--- config.mk ---
export PLATFORM = sky130hd
export DESIGN_NAME = addsub_serial
export DESIGN_NICKNAME = d
export VERILOG_FILES = /design/src/rtl/addsub_pkg.sv /design/src/rtl/digit_adder.sv /design/src/rtl/addsub_serial.sv
export SDC_FILE = /design/constraint.sdc
export NUM_CORES = 1
export LEC_CHECK = 0
export CAP_MARGIN = 20
export CORE_AREA = 2 2 63 71
export DETAILED_ROUTE_END_ITERATION = 10
export DIE_AREA = 0 0 65 73
export PLACE_DENSITY = 0.79
export SETUP_SLACK_MARGIN = 0.3
export SLEW_MARGIN = 20
export SYNTH_ARGS = -nofsm -noshare
export SYNTH_HDL_FRONTEND = slang
export SYNTH_SLANG_ARGS = --single-unit
--- constraint.sdc ---
create_clock -name in_clk -period 1.4 [get_ports in_clk]
set_clock_uncertainty 0.1 [all_clocks]
set_input_delay 0.28 -clock in_clk [delete_from_list [all_inputs] [get_ports in_clk]]
set_output_delay 0.28 -clock in_clk [all_outputs]
set_load 0.01 [all_outputs]
--- src/rtl/addsub_pkg.sv ---
// Shared definitions for the serial adder/subtractor: FSM state encoding and counter sizing.
package addsub_pkg;

  typedef enum logic [1:0] {
    ST_IDLE = 2'd0,
    ST_RUN  = 2'd1,
    ST_DONE = 2'd2
  } state_t;

  // Bits needed to count 0..n-1, never less than one.
  function automatic int unsigned clog2(input int unsigned n);
    int unsigned r;
    r = 1;
    while ((64'd1 << r) < 64'(n)) r++;
    return r;
  endfunction

endpackage

--- src/rtl/digit_adder.sv ---
// DIGIT-bit combinational ripple slice built from chained 1-bit full-adder cells.
module digit_adder #(
  parameter int unsigned DIGIT = 1
) (
  input  logic [DIGIT-1:0] i_a,
  input  logic [DIGIT-1:0] i_b,
  input  logic             i_ci,
  output logic [DIGIT-1:0] o_s,
  output logic             o_co,
  output logic             o_c_top
);

  logic [DIGIT:0] w_c;

  assign w_c[0] = i_ci;

  for (genvar g = 0; g < int'(DIGIT); g++) begin : g_fa
    assign o_s[g]   = i_a[g] ^ i_b[g] ^ w_c[g];
    assign w_c[g+1] = (i_a[g] & i_b[g]) | (w_c[g] & (i_a[g] ^ i_b[g]));
  end

  // Carry into the top bit lets the caller form signed overflow on the last digit.
  assign o_co    = w_c[DIGIT];
  assign o_c_top = w_c[DIGIT-1];

endmodule

--- src/rtl/addsub_serial.sv ---
// Digit-serial adder/subtractor: latches operands on start, processes DIGIT bits per clock
// LSB first, and commits sum, carry and signed overflow with a one-cycle done pulse.
module addsub_serial
  import addsub_pkg::*;
#(
  parameter int unsigned WIDTH = 8,
  parameter int unsigned DIGIT = 1
) (
  input  logic             in_clk,
  input  logic             in_rst_n,
  input  logic             in_start,
  input  logic             in_sub,
  input  logic [WIDTH-1:0] in_a,
  input  logic [WIDTH-1:0] in_b,
  output logic             out_busy,
  output logic             out_done,
  output logic [WIDTH-1:0] out_s,
  output logic             out_co,
  output logic             out_ovf
);

  localparam int unsigned N     = WIDTH / DIGIT;
  localparam int unsigned CNT_W = clog2(N);

  state_t             r_state;
  logic [WIDTH-1:0]   r_op_a;
  logic [WIDTH-1:0]   r_op_b;
  logic [WIDTH-1:0]   r_work;
  logic               r_carry;
  logic [CNT_W-1:0]   r_cnt;

  logic [DIGIT-1:0]   w_sum;
  logic               w_co;
  logic               w_c_top;
  logic [WIDTH-1:0]   w_work_nxt;
  logic               w_last;

  digit_adder #(
    .DIGIT (DIGIT)
  ) u_digit_adder (
    .i_a     (r_op_a[DIGIT-1:0]),
    .i_b     (r_op_b[DIGIT-1:0]),
    .i_ci    (r_carry),
    .o_s     (w_sum),
    .o_co    (w_co),
    .o_c_top (w_c_top)
  );

  // New digit enters at the top so the LSB digit lands at bit 0 after N shifts.
  assign w_work_nxt = WIDTH'({w_sum, r_work} >> DIGIT);
  assign w_last     = (r_cnt == CNT_W'(N - 1));

  always_ff @(posedge in_clk) begin
    if (!in_rst_n) begin
      r_state  <= ST_IDLE;
      r_op_a   <= '0;
      r_op_b   <= '0;
      r_work   <= '0;
      r_carry  <= 1'b0;
      r_cnt    <= '0;
      out_busy <= 1'b0;
      out_done <= 1'b0;
      out_s    <= '0;
      out_co   <= 1'b0;
      out_ovf  <= 1'b0;
    end else begin
      out_done <= 1'b0;
      case (r_state)
        ST_IDLE, ST_DONE: begin
          if (in_start) begin
            r_op_a   <= in_a;
            r_op_b   <= in_sub ? ~in_b : in_b;
            r_carry  <= in_sub;
            r_work   <= '0;
            r_cnt    <= '0;
            r_state  <= ST_RUN;
            out_busy <= 1'b1;
          end else begin
            r_state  <= ST_IDLE;
          end
        end
        ST_RUN: begin
          r_op_a  <= r_op_a >> DIGIT;
          r_op_b  <= r_op_b >> DIGIT;
          r_carry <= w_co;
          r_work  <= w_work_nxt;
          r_cnt   <= r_cnt + CNT_W'(1);
          if (w_last) begin
            out_s    <= w_work_nxt;
            out_co   <= w_co;
            out_ovf  <= w_c_top ^ w_co;
            out_busy <= 1'b0;
            out_done <= 1'b1;
            r_state  <= ST_DONE;
          end
        end
        default: begin
          r_state  <= ST_IDLE;
          out_busy <= 1'b0;
        end
      endcase
    end
  end

endmodule

=== Word level (Yosys, flattened, before mapping) ===
Index checks and enable logic that the tools add are counted.

* Add/subtract/negate cells: 1
* Eq/ne operators: 5
* Multiplexer cells: 18
* Bitwise operators: 7
* Reductions and logical operators: 7

{| class="wikitable"
|+ Operators with widths
! kind !! count
|-
| 8-bit case mux with 2 select lines || 3
|-
| 8-bit 2-to-1 mux || 4
|-
| 8-bit NOT || 1
|-
| 2-bit AND reduction || 4
|-
| 3-bit case mux with 2 select lines || 1
|-
| 1-bit 2-to-1 mux || 5
|-
| 2-bit inequality test (second input constant) || 2
|-
| 1-bit case mux with 2 select lines || 2
|-
| 2-bit case mux with 2 select lines || 1
|-
| 3-bit by 1-bit adder with 3-bit output (second input constant) || 1
|-
| 3-bit equality test (second input constant) || 1
|-
| 3-bit 2-to-1 mux || 1
|-
| 1-bit XOR || 3
|-
| 1-bit bitwise AND || 2
|-
| 2-bit by 1-bit equality test with 1-bit output (second input constant) || 1
|-
| 2-bit equality test (second input constant) || 1
|-
| 2-bit logical NOT || 1
|-
| 2-bit 2-to-1 mux || 1
|-
| 2-bit nonzero test || 1
|-
| 2-bit OR reduction || 1
|-
| 1-bit bitwise OR || 1
|}

* Register bits after elaboration: 42
* Input bits: 20
* Output and inout port bits: 12
* Word-level logic and storage cells: 49

=== Logic depth before layout (Yosys ltp) ===
* Depth after elaboration: 4
* Mapped depth: 6
* Depth with buffers taken out: 5

=== Cells and area by module ===
Synthesis repeated with hierarchy kept, for this count alone.

* Cells, all modules: 195
* Area total of the unflattened synthesis: 1760.4 um2

{| class="wikitable"
|+ By module, submodules not included
! module !! instances !! cells an instance !! area an instance (um2) !! seq. area each (um2)
|-
| addsub_serial || 1 || 193 || 1732.9 || 820.8
|-
| digit_adder || 1 || 2 || 27.5 || 0.0
|}

=== Worst setup path after synthesis ===
No wires, ideal clock.

* Path kind: reg-to-reg
* Start: register r_cnt[0]
* End: register out_ovf
* Setup time: 0.116 ns
* Arrival time: 1.242 ns
* Required time: 1.184 ns
* Path slack: -0.058 ns
* Stages on the path, launching flop included: 6
* Buffers on the path: 1
* Period minus slack after synthesis: 1.458 ns
* Path through: dfxtp_1 ha_1 ha_1 and3b_1 buf_2 o211a_1

* Longest elaborated chain between the ends: 2

{| class="wikitable"
|+ RTL lines
! element !! RTL line !! RTL
|-
| start: declaration || addsub_serial.sv:30 || <nowiki>logic [CNT_W-1:0] r_cnt;</nowiki>
|-
| start signal: assignment || addsub_serial.sv:87 || <nowiki>r_cnt <= r_cnt + CNT_W'(1);</nowiki>
|-
| 3-bit equality test || addsub_serial.sv:51 || <nowiki>assign w_last = (r_cnt == CNT_W'(N - 1));</nowiki>
|-
| named net w_last || addsub_serial.sv:36 || <nowiki>logic w_last;</nowiki>
|-
| 2-bit AND reduction (no line) || n/a ||
|-
| end signal: assignment || addsub_serial.sv:91 || <nowiki>out_ovf <= w_c_top ^ w_co;</nowiki>
|-
| end: declaration || addsub_serial.sv:19 || <nowiki>output logic out_ovf</nowiki>
|}

The timed path passes the listed nets, and every way through them passes these cells.
A chain may end at the register's enable or synchronous reset.

=== Worst setup path after layout ===
* Start: register r_op_b[0]
* End: register out_ovf

* Longest elaborated chain between the ends: 4
* Elaborated cells on any way between the ends: 5
* Those cells by class: 5 x bitwise

{| class="wikitable"
|+ RTL lines
! element !! RTL line !! RTL
|-
| start: declaration || addsub_serial.sv:27 || <nowiki>logic [WIDTH-1:0] r_op_b;</nowiki>
|-
| start signal: assignment || addsub_serial.sv:72 || <nowiki>r_op_b <= in_sub ? ~in_b : in_b;</nowiki>
|-
| start signal: assignment || addsub_serial.sv:84 || <nowiki>r_op_b <= r_op_b >> DIGIT;</nowiki>
|-
| 1-bit XOR || digit_adder.sv:19 || <nowiki>assign w_c[g+1] = (i_a[g] & i_b[g]) | (w_c[g] & (i_a[g] ^ i_b[g]));</nowiki>
|-
| 1-bit bitwise AND || digit_adder.sv:19 ||
|-
| 1-bit bitwise OR * || digit_adder.sv:19 ||
|-
| named net u_digit_adder.o_co || digit_adder.sv:9 || <nowiki>output logic o_co,</nowiki>
|-
| 1-bit XOR * || addsub_serial.sv:91 ||
|}

Mark *: on every way through the listed nets, which the timed path passes. The rest lies on a longest branch.

==> out/metrics.yaml <==
firstDrtPassIters: 4
fill_cells: 270
antenna_cells: 0
rrSetupSlack_ns: 0.04
io-pin-count: 32
die_w_um: 65
hold_ws_ns: 0.355
drv_cap: 0
numPortBuffers: 31
end_kind: "flip-flop"
path_max_fanout: 3
grt_pass1_vias: 1591
drt-initial-drc-count: 66
crit_chain: "fa_2, xnor2_1, nand2_1, o211a_1"
hold_start: "out_co$_SDFFE_PN0P_"
worst_ep_arrival_time_ns: 1.47
worstSetupPathType: "reg -> reg"
row_count: 25
antenna_found_initial: 0
antenna_left: 0
dieArea_mm2: 0.00475
multi_input_area_mm2: 0.00117
crit_slowest_cell: "fa_2"
clockBufferDepth: 2
grt_remaining_overflow: 0
drive_gt1_frac: 0.520
cts_root_buf: "clkbuf_8"
syn_area_per_cell_um2: 9.39
yosysTopAreaCellShare: 0.455
start_util: 0.440
area.growth.synth_to_final_pct: 68.3
rsz0062_at_grt: "true"
ys_ff_latch: 41
yosys_warnings: 0
hold_path_depth: 2
cts_buffers: 5
clk-insertion-delay-late_ns: 0.30
cts_hold_buf: 0
cpPeakStageDelay_ns: 0.42
outcome: "finished, final reports clean"
clock-sinks: 41
syn_nets: 215
postRouteWirelength_um: 5210
clk_pin_slew_ns: 0.08
core_area_mm2: 0.00410
netlist_area_mm2: 0.00180
gr-usage-all-layers: 0.211
p_per_area_mw_per_mm2: 881
die_h_um: 73
seq_area_um2: 846
period_minus_slack_ns: 1.36
num_vias: 1649
r2r-end: "out_ovf$_SDFFE_PN0P_"
power.leakage_nw: 1.13
synthDistinctLibCells: 28
synth_top_cell_by_area: "dfxtp_1"
hold_viol: 0
p_total_mw: 2.67
synth_area_leaders: "dfxtp_1 46%, a21boi_1 13%, nand3_1 6.9%, nand2_1 6.2%, a22oi_1 5.4%"
cts_tree: "yes"
post-route-util: 0.740
seq_area_frac_synth: 0.455
hold_path_class: "reg -> reg"
grt_first_pass_wirelength_um: 7530
tightest_slew_ns: 0.220
avgViaCountPerCell: 5.35
setup_viol: 0
peakVddDrop_mv: 0.662
wl_per_cell_um: 16.9
slew_viol_final: 0
relSlewSlack: 0.853
htreeDepth: 2
required_ns: 1.51
hpwl_um: 2280
cp-start-kind: "flip-flop"
fin_crit_sh: 0.972
worstRegToRegCells: 4
crit-reg2reg-launch: "r_op_b[0]$_SDFFE_PN0P_"
finalWeightedCongestion: 0.746
finalNetCount: 277
grt_max_degree: 42
syn_inst: 192
drc_errors: 0
max_freq_mhz: 735
hold_end: "out_co$_SDFFE_PN0P_"
## worst max-delay path, delay by kind of cell (launching register included)
| kind | cells | cell delay, ns |
|---|---|---|
| xor+xnor | 1 | 0.19 |
| compound gates | 1 | 0.12 |
| simple gates | 1 | 0.09 |
| flops | 1 | 0.34 |
| fa+ha+maj | 1 | 0.42 |
## routing by layer
layer	routed length [µm]	GRT usage	share of wire	vias to the layer above
li1	-	-	-	800
met1	2020	0.234	0.39	795
met2	2890	0.380	0.55	45
met3	230	0.0571	0.044	9
met4	70	0.0851	0.013	0
met5	0	0	0	-
## logic make-up (layout without fill, tap and decap cells)
kind of cell | Yosys count | in the layout | synth area share
AND/OR/NAND/NOR | 67 | 69 | 0.175
AO/OA/AOI/OAI | 55 | 55 | 0.234
flip-flops | 41 | 41 | 0.455
buffers and inverters | 17 | 77 | 0.0673
XOR/XNOR | 9 | 9 | 0.0437
adder cells (fa/ha/maj) | 3 | 3 | 0.0250
## cells in the mapped netlist (all sizes together)
cell type and count:
xor2 7, fa 1, nand2b 2, o211a 1, clkbuf 5, a21boi 34
o21a 1, nor2 1, and2 3, ha 2, a21oi 1, o2111a 1
nand3 25, xnor2 2, and2b 1, buf 12, nand3b 1, nand2 30
dfxtp 41, and3 1, o21ai 2, and3b 1, nor2b 2, a22oi 15
## final cells by class
| type | count | share of cell area |
|---|---|---|
| Timing Repair Buffer | 70 | 0.284 |
| Sequential cell | 41 | 0.279 |
| Tap cell | 54 | 0.0223 |
| Clock buffer | 7 | 0.0285 |
| Multi-Input combinational cell | 136 | 0.386 |
## per-stage QoR
step	area (µm²)	instances	setup TNS, ns	worst slack [ns]
4_1_cts	2800	298	0	0.0756
3_5_place_dp	2290	271	-3.69	-0.180
5_1_grt	3030	308	-0.0171	-0.0171
6_report	3030	308	0	0.0389
2_1_floorplan	1930	192	0	0.0347
3_3_place_gp	2290	271	-3.11	-0.164
## report_power, final
group          switching (mW)  internal, mW
Sequential             0.0452          1.21
Clock                   0.410         0.392
Combinational           0.258         0.355
Total                   0.713          1.96
## timing repair
action | 4_1_cts | 5_1_grt
endpoints found under the setup margin | 53 | 53
gates resized for setup | 102 | 42
pin swaps | 36 | 30
setup buffers | 13 | 8
cloned | 7 | 2
## cells in the final DEF, fill, tap and decap left out, types with 3 or more instances in the layout
cell type and n:
a21boi_1 28, a21boi_2 6, a22oi_2 15, and2_1 3, buf_12 6, buf_16 5, buf_4 14, buf_6 20
buf_8 3, clkbuf_8 6, clkdlybuf4s50_1 17, dfxtp_1 25, dfxtp_2 14, nand2_1 20, nand2_2 9, nand2b_4 3
nand3_1 11, nand3_2 12, xor2_1 7
## how the worst max path moves through the flow
stage                            from                      to  cells after the start
4_1_cts         r_cnt[0]$_SDFFE_PN0P_    out_ovf$_SDFFE_PN0P_                      4
3_5_place_dp                 in_start  r_op_b[7]$_SDFFE_PN0P_                      5
2_1_floorplan   r_cnt[0]$_SDFFE_PN0P_    out_ovf$_SDFFE_PN0P_                      5
6_report       r_op_b[0]$_SDFFE_PN0P_    out_ovf$_SDFFE_PN0P_                      4
3_3_place_gp                 in_start  r_op_b[7]$_SDFFE_PN0P_                      5
5_1_grt        r_op_b[0]$_SDFFE_PN0P_    out_ovf$_SDFFE_PN0P_                      4
## sequential cells by signal, summed over array words and instances, names as in the netlist
signal,flops
out_s,8
r_op_a,8
r_op_b,8
r_work,7
r_cnt,3
r_state,2
out_busy,1
out_co,1
out_done,1
out_ovf,1
r_carry,1
No activity file was read; power rests on OpenSTA's default activity.
